===== config.mk =====
export PLATFORM = sky130hd
export DESIGN_NAME = id_ex_stage
export DESIGN_NICKNAME = d
export VERILOG_FILES = /design/src/rtl/id_ex_stage.sv
export SDC_FILE = /design/constraint.sdc
export NUM_CORES = 1
export LEC_CHECK = 0
export ABC_CLOCK_PERIOD_IN_PS = 3600
export BUFFER_PORTS_ARGS = -buffer_cell sky130_fd_sc_hd__buf_2
export CAP_MARGIN = 5
export CORE_AREA = 2 2 120 122
export DETAILED_ROUTE_END_ITERATION = 8
export DIE_AREA = 0 0 122 124
export GPL_TIMING_DRIVEN = 0
export PLACE_DENSITY = 0.73
export SETUP_SLACK_MARGIN = 0.4
export SLEW_MARGIN = 10
export SYNTH_ARGS = -nofsm -noshare
export SYNTH_HDL_FRONTEND = slang
export SYNTH_SLANG_ARGS = --single-unit

===== constraint.sdc =====
create_clock -name clk -period 3.6 [get_ports clk]
set_clock_uncertainty 0.05 [all_clocks]
set_input_delay 0.36 -clock clk [delete_from_list [all_inputs] [get_ports clk]]
set_output_delay 0.36 -clock clk [all_outputs]
set_load 0.05 [all_outputs]

===== src/rtl/id_ex_stage.sv =====
// ID/EX pipeline register and ALU operand select, with MEM/WB forwarding and load-use bubble insertion.
// Build macro ID_EX_FORWARD_EN enables forwarding and load-use detection; without it operands come straight from the register.

`ifdef ID_EX_FORWARD_EN
module id_ex_fwd_mux #(
    parameter int DATA_W = 32,
    parameter int REG_AW = 5
) (
    input  logic [REG_AW-1:0] idx,
    input  logic [DATA_W-1:0] regVal,
    input  logic              memRegWrite,
    input  logic [REG_AW-1:0] memWriteReg,
    input  logic [DATA_W-1:0] memAluRes,
    input  logic              wbRegWrite,
    input  logic [REG_AW-1:0] wbWriteReg,
    input  logic [DATA_W-1:0] wbWriteData,
    output logic [DATA_W-1:0] operand
);
    // MEM is the younger producer, so it wins over WB; r0 is hardwired zero.
    always_comb begin
        operand = regVal;
        if (idx != '0) begin
            if (memRegWrite && memWriteReg == idx)
                operand = memAluRes;
            else if (wbRegWrite && wbWriteReg == idx)
                operand = wbWriteData;
        end
    end
endmodule
`endif

module id_ex_stage #(
    parameter int DATA_W = 32,
    parameter int REG_AW = 5,
    parameter int CTR_W  = 4
) (
    input  logic              clk,
    input  logic              reset,
    input  logic              stall,
    input  logic              flush,
    input  logic              idValid,
    input  logic [DATA_W-1:0] idReadData1,
    input  logic [DATA_W-1:0] idReadData2,
    input  logic [DATA_W-1:0] idImm,
    input  logic [CTR_W-1:0]  idAluCtr,
    input  logic              idAluSrc,
    input  logic [REG_AW-1:0] idRs,
    input  logic [REG_AW-1:0] idRt,
    input  logic [REG_AW-1:0] idRd,
    input  logic              idRegDst,
    input  logic              idRegWrite,
    input  logic              idMemRead,
    input  logic              idMemWrite,
    input  logic              idMemToReg,
    input  logic              memRegWrite,
    input  logic [REG_AW-1:0] memWriteReg,
    input  logic [DATA_W-1:0] memAluRes,
    input  logic              wbRegWrite,
    input  logic [REG_AW-1:0] wbWriteReg,
    input  logic [DATA_W-1:0] wbWriteData,
    output logic              exValid,
    output logic [DATA_W-1:0] aluInput1,
    output logic [DATA_W-1:0] aluInput2,
    output logic [CTR_W-1:0]  aluCtr,
    output logic [DATA_W-1:0] exStoreData,
    output logic [REG_AW-1:0] exWriteReg,
    output logic              exRegWrite,
    output logic              exMemRead,
    output logic              exMemWrite,
    output logic              exMemToReg,
    output logic              loadUseStall
);
    typedef struct packed {
        logic              valid;
        logic [DATA_W-1:0] rd1;
        logic [DATA_W-1:0] rd2;
        logic [DATA_W-1:0] imm;
        logic [CTR_W-1:0]  aluCtr;
        logic              aluSrc;
        logic [REG_AW-1:0] rs;
        logic [REG_AW-1:0] rt;
        logic [REG_AW-1:0] writeReg;
        logic              regWrite;
        logic              memRead;
        logic              memWrite;
        logic              memToReg;
    } ex_reg_t;

    ex_reg_t ex, idCap;

    always_comb begin
        idCap          = '0;
        idCap.valid    = idValid;
        idCap.rd1      = idReadData1;
        idCap.rd2      = idReadData2;
        idCap.imm      = idImm;
        idCap.aluCtr   = idAluCtr;
        idCap.aluSrc   = idAluSrc;
        idCap.rs       = idRs;
        idCap.rt       = idRt;
        idCap.writeReg = idRegDst ? idRd : idRt;
        idCap.regWrite = idRegWrite;
        idCap.memRead  = idMemRead;
        idCap.memWrite = idMemWrite;
        idCap.memToReg = idMemToReg;
    end

    // A bubble is the all-zero record; flush and load-use share one.
    always_ff @(posedge clk or posedge reset) begin
        if (reset)
            ex <= '0;
        else if (!stall) begin
            if (flush || loadUseStall)
                ex <= '0;
            else
                ex <= idCap;
        end
    end

    logic [1:0][REG_AW-1:0] srcIdx;
    logic [1:0][DATA_W-1:0] srcVal;
    logic [1:0][DATA_W-1:0] fwdVal;

    assign srcIdx = {ex.rt, ex.rs};
    assign srcVal = {ex.rd2, ex.rd1};

`ifdef ID_EX_FORWARD_EN
    for (genvar g = 0; g < 2; g++) begin : g_fwd
        id_ex_fwd_mux #(.DATA_W(DATA_W), .REG_AW(REG_AW)) u_fwd (
            .idx        (srcIdx[g]),
            .regVal     (srcVal[g]),
            .memRegWrite(memRegWrite),
            .memWriteReg(memWriteReg),
            .memAluRes  (memAluRes),
            .wbRegWrite (wbRegWrite),
            .wbWriteReg (wbWriteReg),
            .wbWriteData(wbWriteData),
            .operand    (fwdVal[g])
        );
    end

    // rt compare is conservative: I-type instructions may stall needlessly.
    assign loadUseStall = !stall && ex.valid && ex.memRead && (ex.writeReg != '0) && idValid &&
                          ((ex.writeReg == idRs) || (ex.writeReg == idRt));
`else
    assign fwdVal       = srcVal;
    assign loadUseStall = 1'b0;

    logic unused_fwd;
    assign unused_fwd = ^{memRegWrite, memWriteReg, memAluRes, wbRegWrite, wbWriteReg,
                          wbWriteData, srcIdx};
`endif

    assign exValid     = ex.valid;
    assign aluInput1   = fwdVal[0];
    assign aluInput2   = ex.aluSrc ? ex.imm : fwdVal[1];
    assign exStoreData = fwdVal[1];
    assign aluCtr      = ex.aluCtr;
    assign exWriteReg  = ex.writeReg;
    assign exRegWrite  = ex.regWrite;
    assign exMemRead   = ex.memRead;
    assign exMemWrite  = ex.memWrite;
    assign exMemToReg  = ex.memToReg;
endmodule


## After elaboration in Yosys (flattened, before gate mapping)

Index checks and enable logic that the tools add are counted.

| storage, ports and cells | value |
|---|---|
| word-level logic and storage cells | 14 |
| bits in registers | 111 |
| output and inout bits | 111 |

| cells by class | value |
|---|---|
| mux-type cells | 3 |

Operator list:

| kind | number |
|---|---|
| 2-to-1 mux 121 bit | 1 |
| 2-to-1 mux 32 bit | 1 |
| 2-to-1 mux 5 bit | 1 |

## Logic depth before layout (Yosys ltp)

Gate-level depths: netlist (run 1).

| depth | value |
|---|---|
| depth after elaboration | 2 |
| gate-level depth with buffers | 5 |
| mapped depth without buffers | 2 |

## Least setup slack after synthesis (run 1)

Ideal clock, no wire load.

| timing | value |
|---|---|
| path type | register to output |
| start point | reg ex[19] (netlist name) |
| end point | out aluInput2[0] |
| data required time | 3190 ps |
| cell stages (with the launch flop) | 4 |
| path buffers | 2 |
| path slack | 2073 ps |
| arrival time | 1117 ps |
| path through | dfrtp_1 > buf_2 > buf_2 > mux2_2 |

| on the way | value |
|---|---|
| word-level cells in the longest chain between the ends | 1 |

RTL lines:

| what | line | RTL |
|---|---|---|
| start, declared | 89 | `ex_reg_t ex, idCap;` |
| start signal, assigned | 116 | `ex <= idCap;` |
| 2-to-1 mux 32 bit | 156 | `assign aluInput2 = ex.aluSrc ? ex.imm : fwdVal[1];` |
| end, declared | 63 | `output logic [DATA_W-1:0] aluInput2,` |

Every way passes these cells.

## Final worst setup path (run 1)

| timing | value |
|---|---|
| start point | reg ex[19] (netlist name) |
| end point | out aluInput2[29] |

Same word-level chain as after synthesis.

==> flow_summary.json, run 1 <==
{
  "r2r_slack_ns": 2.43,
  "insertion_delay_ns": 0.33,
  "fp.dieW_um": 122,
  "rr_startpoint": "ex[19]",
  "clkTransAtPathRegs_ns": 0.07,
  "power_density_mw_per_mm2": 502,
  "routedWlPerCell_um": 16.4,
  "cts_hold_buf": 1,
  "rows": 43,
  "gr-total-overflow": 0,
  "critPathLaunchType": "flip-flop",
  "finalPower_w": 0.00335,
  "syn-instance-count": 373,
  "drc_errors": 0,
  "yosysWarnings": 0,
  "yosysMostFrequentCell": "dfrtp_1",
  "post_cts_resized": 0,
  "hold_depth": 2,
  "finalHoldViolCount": 0,
  "vias": 3827,
  "syn_to_final_growth_pct": 35.4,
  "fin_nets": 818,
  "fin_crit_sh": 0.611,
  "grt_pass1_wl_mm": 20.1,
  "synth_commonest_cells": "dfrtp_1 (111), a22o_1 (105), buf_4 (75), mux2_2 (32), buf_2 (18)",
  "grt_max_degree": 39,
  "max_clock_freq_mhz": 455,
  "min_from": "idReadData1[22]",
  "ir_drop_uv": 238,
  "min_to": "aluInput1[22]",
  "core_area_sq_mm": 0.0137,
  "fin_tns_setup_ns": 0,
  "antenna_cells": 0,
  "syn_area_sq_mm": 0.00493,
  "io_pins": 313,
  "htreeDepth": 3,
  "status": "completed",
  "antenna_found_initial": 0,
  "rsz0062_at_grt": "false",
  "post-dp-hpwl_mm": 10.1,
  "worstMarginPinSlew_ns": 0.546,
  "crit_type": "flip-flop to primary output",
  "finalSetupViolCount": 0,
  "yosys_register_bits": 111,
  "synth.area.top_cells": "dfrtp_1 (56%), a22o_1 (19%), buf_4 (11%)",
  "synthArstFlopShare": 1.00,
  "layoutNonFillerInstCount": 800,
  "cp_max_fo": 10,
  "firstDrtPassIters": 4,
  "finalCriticalPeriod_ns": 2.20,
  "synth_largest_area_cell": "dfrtp_1",
  "place_inst": 784,
  "io_buffers": 228,
  "power.leakage_nw": 3.73,
  "die_h_um": 124,
  "drtIter0Drc": 162,
  "grt_pass1_vias": 3932,
  "arrival_ns": 1.79,
  "maxCapViolations": 0,
  "cts_root_buf": "clkbuf_16",
  "viasPerCell": 4.78,
  "placed_cell_area_sq_mm": 0.00636,
  "stdcell_area_sq_mm": 0.00667,
  "cts_tree": "built",
  "required_ns": 3.19,
  "clockBufferDepth": 2,
  "nFillCells": 1263,
  "clock_sinks": 111,
  "cts_made_buffers": 9,
  "ant_nets": 0,
  "wl_mm": 13.1,
  "r2r_cells": 3,
  "drive_gt1_frac": 0.608,
  "r2r_end": "ex[19]",
  "postCtsSetupBuffers": 0,
  "hold_class": "input pin to flip-flop",
  "seq_area_frac_synth": 0.564,
  "maxSlewHeadroom": 0.636,
  "slew_violations": 0,
  "synth_cell_types": 16,
  "yosys.area.top_type_share": 0.564,
  "synth_edf_count": 0,
  "syn-num-nets": 575,
  "gp_congestion": 0.761,
  "syn_area_per_cell_sq_um": 13.2,
  "start_util": 0.359,
  "synthFlopType": "dfrtp_1",
  "die_area_sq_mm": 0.0151,
  "end_kind": "primary output",
  "grt_usage": 0.174
}
## cell type report
| cell class | count | area, sq um | area share |
|---|---|---|---|
| Inverter | 1 | 7.51 | 0.00113 |
| Clock inverter | 3 | 68.8 | 0.0103 |
| Timing Repair Buffer | 232 | 1210 | 0.182 |
| Sequential cell | 111 | 2780 | 0.416 |
| Tap cell | 180 | 225 | 0.0338 |
| Multi-Input combinational cell | 158 | 1410 | 0.211 |
| Buffer | 103 | 736 | 0.110 |
| Clock buffer | 12 | 236 | 0.0354 |
## logic make-up after synthesis
family | after synthesis | share of synthesized area
multiplexers | 37 | 0.0833
other | 1 | 0.000761
flip-flops | 111 | 0.564
AND/OR/NAND/NOR | 9 | 0.00940
AO/OA/AOI/OAI | 111 | 0.193
buffers and inverters | 104 | 0.150
## layout by cell type, fill, tap and decap left out, types with 2 or more instances in the layout
master     count
dfrtp_1      111
buf_4         75
mux2_2        32
buf_6          6
buf_2        246
clkbuf_1       6
bufinv_16      2
nand2_1        6
mux2i_1        5
buf_12         3
clkbuf_16      9
o21ai_0        6
a22o_1       105
## critical path, cell delays in order (launching register included)
cell     delay (ns)
dfrtp_1        0.32
buf_2          0.21
buf_2          0.31
mux2_2         0.39
buf_2          0.22
## per-stage QoR
stage | util | hold WS (ns) | worst slack (ns)
after global placement | 0.459 | 0.423 | 1.20
final | 0.486 | 0.177 | 1.40
after CTS | 0.486 | 0.159 | 1.37
after global routing | 0.486 | 0.171 | 1.32
after detailed placement | 0.463 | 0.269 | 1.75
after floorplan | - | 0.404 | 1.85
## metal layers
layer / wire length, um / vias to the layer above / track usage
met5: 0 / - / 0
met2: 6390 / 153 / 0.294
met3: 874 / 16 / 0.0348
li1: - / 1773 / -
met1: 5620 / 1885 / 0.223
met4: 212 / 0 / 0.0596
## power by group
part,switching (W),internal (W),total (W)
logic,0.000588,0.000323,0.000910
clock network,0.000424,0.000609,0.00103
registers,0.0000641,0.00134,0.00141
## flip-flops by register name (all words and copies together), names as in the netlist
register	flops
aluInput1	32
ex	33
exStoreData	32
exMemToReg	1
exMemRead	1
exValid	1
exMemWrite	1
exWriteReg	5
aluCtr	4
exRegWrite	1
## worst max-delay path by stage
stage          cells after the start              end    from  slack [ns]
4_1_cts                            4    aluInput2[23]  ex[19]        1.37
2_1_floorplan                      1        aluCtr[0]   reset        1.85
3_5_place_dp                       4    aluInput2[29]  ex[19]        1.75
6_report                           4    aluInput2[29]  ex[19]        1.40
3_3_place_gp                       2  exStoreData[16]   reset        1.20
5_1_grt                            4    aluInput2[23]  ex[19]        1.32
Note: power is estimated with default switching activity, not from simulation.
==> run 2, diff against run 1 <==
ABC_AREA = 1   (was unset)
ABC_CLOCK_PERIOD_IN_PS = 2100   (was 3600)
CORE_AREA = 2 2 121 123   (was 2 2 120 122)
DIE_AREA = 0 0 123 125   (was 0 0 122 124)
PLACE_DENSITY = 0.75   (was 0.73)
clock period = 2.1 ns   (was 3.6 ns; I/O delays follow)
==> flow_summary.json, run 2 <==
{
  "viasPerCell": 4.33,
  "vias": 4803,
  "fp.dieW_um": 123,
  "r2r_cells": 4,
  "end_kind": "primary output",
  "clock_sinks": 111,
  "syn-instance-count": 638,
  "crit_type": "flip-flop to primary output",
  "cts_made_buffers": 9,
  "yosysMostFrequentCell": "nand2_1",
  "synth_cell_types": 15,
  "ant_nets": 0,
  "slowest_delay_ns": 0.39,
  "postCtsSetupBuffers": 0,
  "synth.area.top_cells": "dfrtp_1 (52%), nand2_1 (20%), buf_4 (11%)",
  "r2r_end": "ex[19]",
  "synthArstFlopShare": 1.00,
  "largest_reg_flops": 33,
  "setup_ws_ns": 0.400,
  "die_area_sq_mm": 0.0154,
  "fin_tns_setup_ns": 0,
  "hold_depth": 3,
  "yosysWarnings": 0,
  "syn_area_sq_mm": 0.00535,
  "cts_tree": "built",
  "required_ns": 1.84,
  "htreeDepth": 3,
  "post-dp-hpwl_mm": 10.6,
  "synth_largest_area_cell": "dfrtp_1",
  "drtIter0Drc": 178,
  "synth_edf_count": 0,
  "maxSlewHeadroom": 0.651,
  "ir_drop_uv": 335,
  "fin_crit_sh": 0.810,
  "rows": 44,
  "largest_register": "ex",
  "crit_path_top_delay_cell": "dfrtp_1",
  "insertion_delay_ns": 0.34,
  "drive_gt1_frac": 0.430,
  "wl_mm": 14.6,
  "path_cells": "buf_6 -> clkbuf_8 -> o21ai_1 -> buf_6",
  "gr-total-overflow": 0,
  "slew_violations": 0,
  "syn_area_per_cell_sq_um": 8.39,
  "drc_errors": 0,
  "finalCriticalPeriod_ns": 1.70,
  "syn_to_final_growth_pct": 43.9,
  "critPathLaunchType": "flip-flop",
  "fin_nets": 1119,
  "cp_num_buf_inv": 3,
  "rsz0062_at_grt": "true",
  "max_clock_freq_mhz": 588,
  "routedWlPerCell_um": 13.2,
  "clkTransAtPathRegs_ns": 0.08,
  "antenna_found_initial": 2,
  "power.leakage_nw": 4.40,
  "clockBufferDepth": 2,
  "min_from": "idReadData2[1]",
  "syn-num-nets": 840,
  "start_util": 0.377,
  "cts_root_buf": "clkbuf_16",
  "path_common_cell": "buf_6",
  "yosys.area.top_type_share": 0.519,
  "min_to": "exStoreData[1]",
  "grt_pass1_wl_mm": 23.2,
  "nFillCells": 1299,
  "arrival_ns": 1.44,
  "cp_max_fo": 10,
  "final_cell_mix": "nand2_1 (286), buf_2 (200), dfrtp_1 (111), buf_4 (88), inv_1 (44)",
  "r2r_slack_ns": 1.15,
  "firstDrtPassIters": 4,
  "grt_max_degree": 36,
  "synth_commonest_cells": "nand2_1 (286), dfrtp_1 (111), buf_4 (77), inv_1 (45), o21ai_0 (44)",
  "io_pins": 313,
  "seq_area_frac_synth": 0.519,
  "synthFlopType": "dfrtp_1",
  "die_h_um": 125,
  "layout_commonest_cell": "nand2_1",
  "status": "completed",
  "io_buffers": 229,
  "grt_pass1_vias": 4665,
  "rr_startpoint": "ex[19]",
  "maxCapViolations": 0,
  "power_density_mw_per_mm2": 773,
  "finalSetupViolCount": 0,
  "finalHoldViolCount": 0,
  "worstMarginPinSlew_ns": 0.523,
  "yosys_register_bits": 111,
  "gp_congestion": 0.796,
  "dp_slack_ns": 0.448,
  "critPathTopFamily": "buffers and inverters",
  "core_area_sq_mm": 0.0142,
  "hold_class": "input pin to flip-flop",
  "grt_usage": 0.194
}
run 2: cell types whose count changed in the layout (fill, tap and decap cells not counted), moves of 27 or more:
cell,before,now
buf_2,246,200
nand2_1,6,286
inv_1,0,44
dlygate4sd3_1,1,36
mux2_2,32,0
o21ai_2,0,27
buf_6,6,34
a22o_1,105,0
run 2: how the worst max path moves through the flow:
| stage | startpoint | end | cells after the start |
|---|---|---|---|
| finish | ex[19] | aluInput2[7] | 4 |
| global route | ex[19] | aluInput2[1] | 5 |
| CTS | ex[19] | aluInput2[5] | 4 |
| detailed placement | ex[19] | aluInput2[19] | 5 |
| global placement | reset | exStoreData[14] | 2 |
| floorplan | ex[19] | aluInput2[13] | 3 |
run 2: logic make-up (layout without fill, tap and decap cells):
| kind of cell | count (synthesis) | in the layout | synth area share |
|---|---|---|---|
| AOI/OAI and AO/OA | 64 | 64 | 0.0738 |
| buffers and inverters | 150 | 434 | 0.176 |
| DFF | 111 | 111 | 0.519 |
| other | 1 | 3 | 0.000700 |
| and+or+nand+nor | 312 | 312 | 0.231 |
run 2: power breakdown:
| group | leakage, nW | total [W] | internal (W) | switching, W |
|---|---|---|---|---|
| registers | 1.44 | 0.00239 | 0.00230 | 0.0000889 |
| clock network | 0.155 | 0.00181 | 0.00104 | 0.000774 |
| logic | 2.80 | 0.00175 | 0.000608 | 0.00114 |
run 2: area by class of cell:
cell class / instances / area [sq um] / share of cell area
Sequential cell: 111 / 2780 / 0.361
Timing Repair Buffer: 268 / 1730 / 0.224
Multi-Input combinational cell: 377 / 1660 / 0.216
Buffer: 105 / 816 / 0.106
Tap cell: 184 / 230 / 0.0299
Clock buffer: 9 / 225 / 0.0292
Inverter: 45 / 173 / 0.0224
Clock inverter: 7 / 87.6 / 0.0114
Antenna cell: 2 / 5.00 / 0.000650
run 2: what timing repair did:
item | CTS | global route
resized for setup | 67 | 22
hold buffers | 35 | 1
hold endpoints to repair | 49 | 1
pin swaps | 0 | 0
endpoints found under the setup margin | 32 | 26
run 2: metrics by stage:
stage	hold WS (ns)	util	cell area (sq um)	instances	total power [W]
finish	0.0134	0.542	7700	1108	0.00595
CTS	0.000353	0.536	7610	1105	0.00599
floorplan	0.269	-	5360	638	0.00360
global placement	0.354	0.474	6730	1051	0.00400
detailed placement	0.213	0.478	6790	1054	0.00403
global route	0.00775	0.542	7700	1106	0.00624
run 2: metal layers:
metal / vias to the layer above / GRT usage / part of all wire
met5: - / 0 / 0
met4: 0 / 0.0709 / 0.029
met3: 26 / 0.0342 / 0.055
met2: 162 / 0.329 / 0.49
met1: 2195 / 0.248 / 0.43
li1: 2420 / - / -
run 2: tightest hold or removal path, delay by kind of cell:
family | cells | cell delay (ns)
buf+inv | 1 | 0.07
compound gates | 1 | 0.05
simple gates | 1 | 0.04
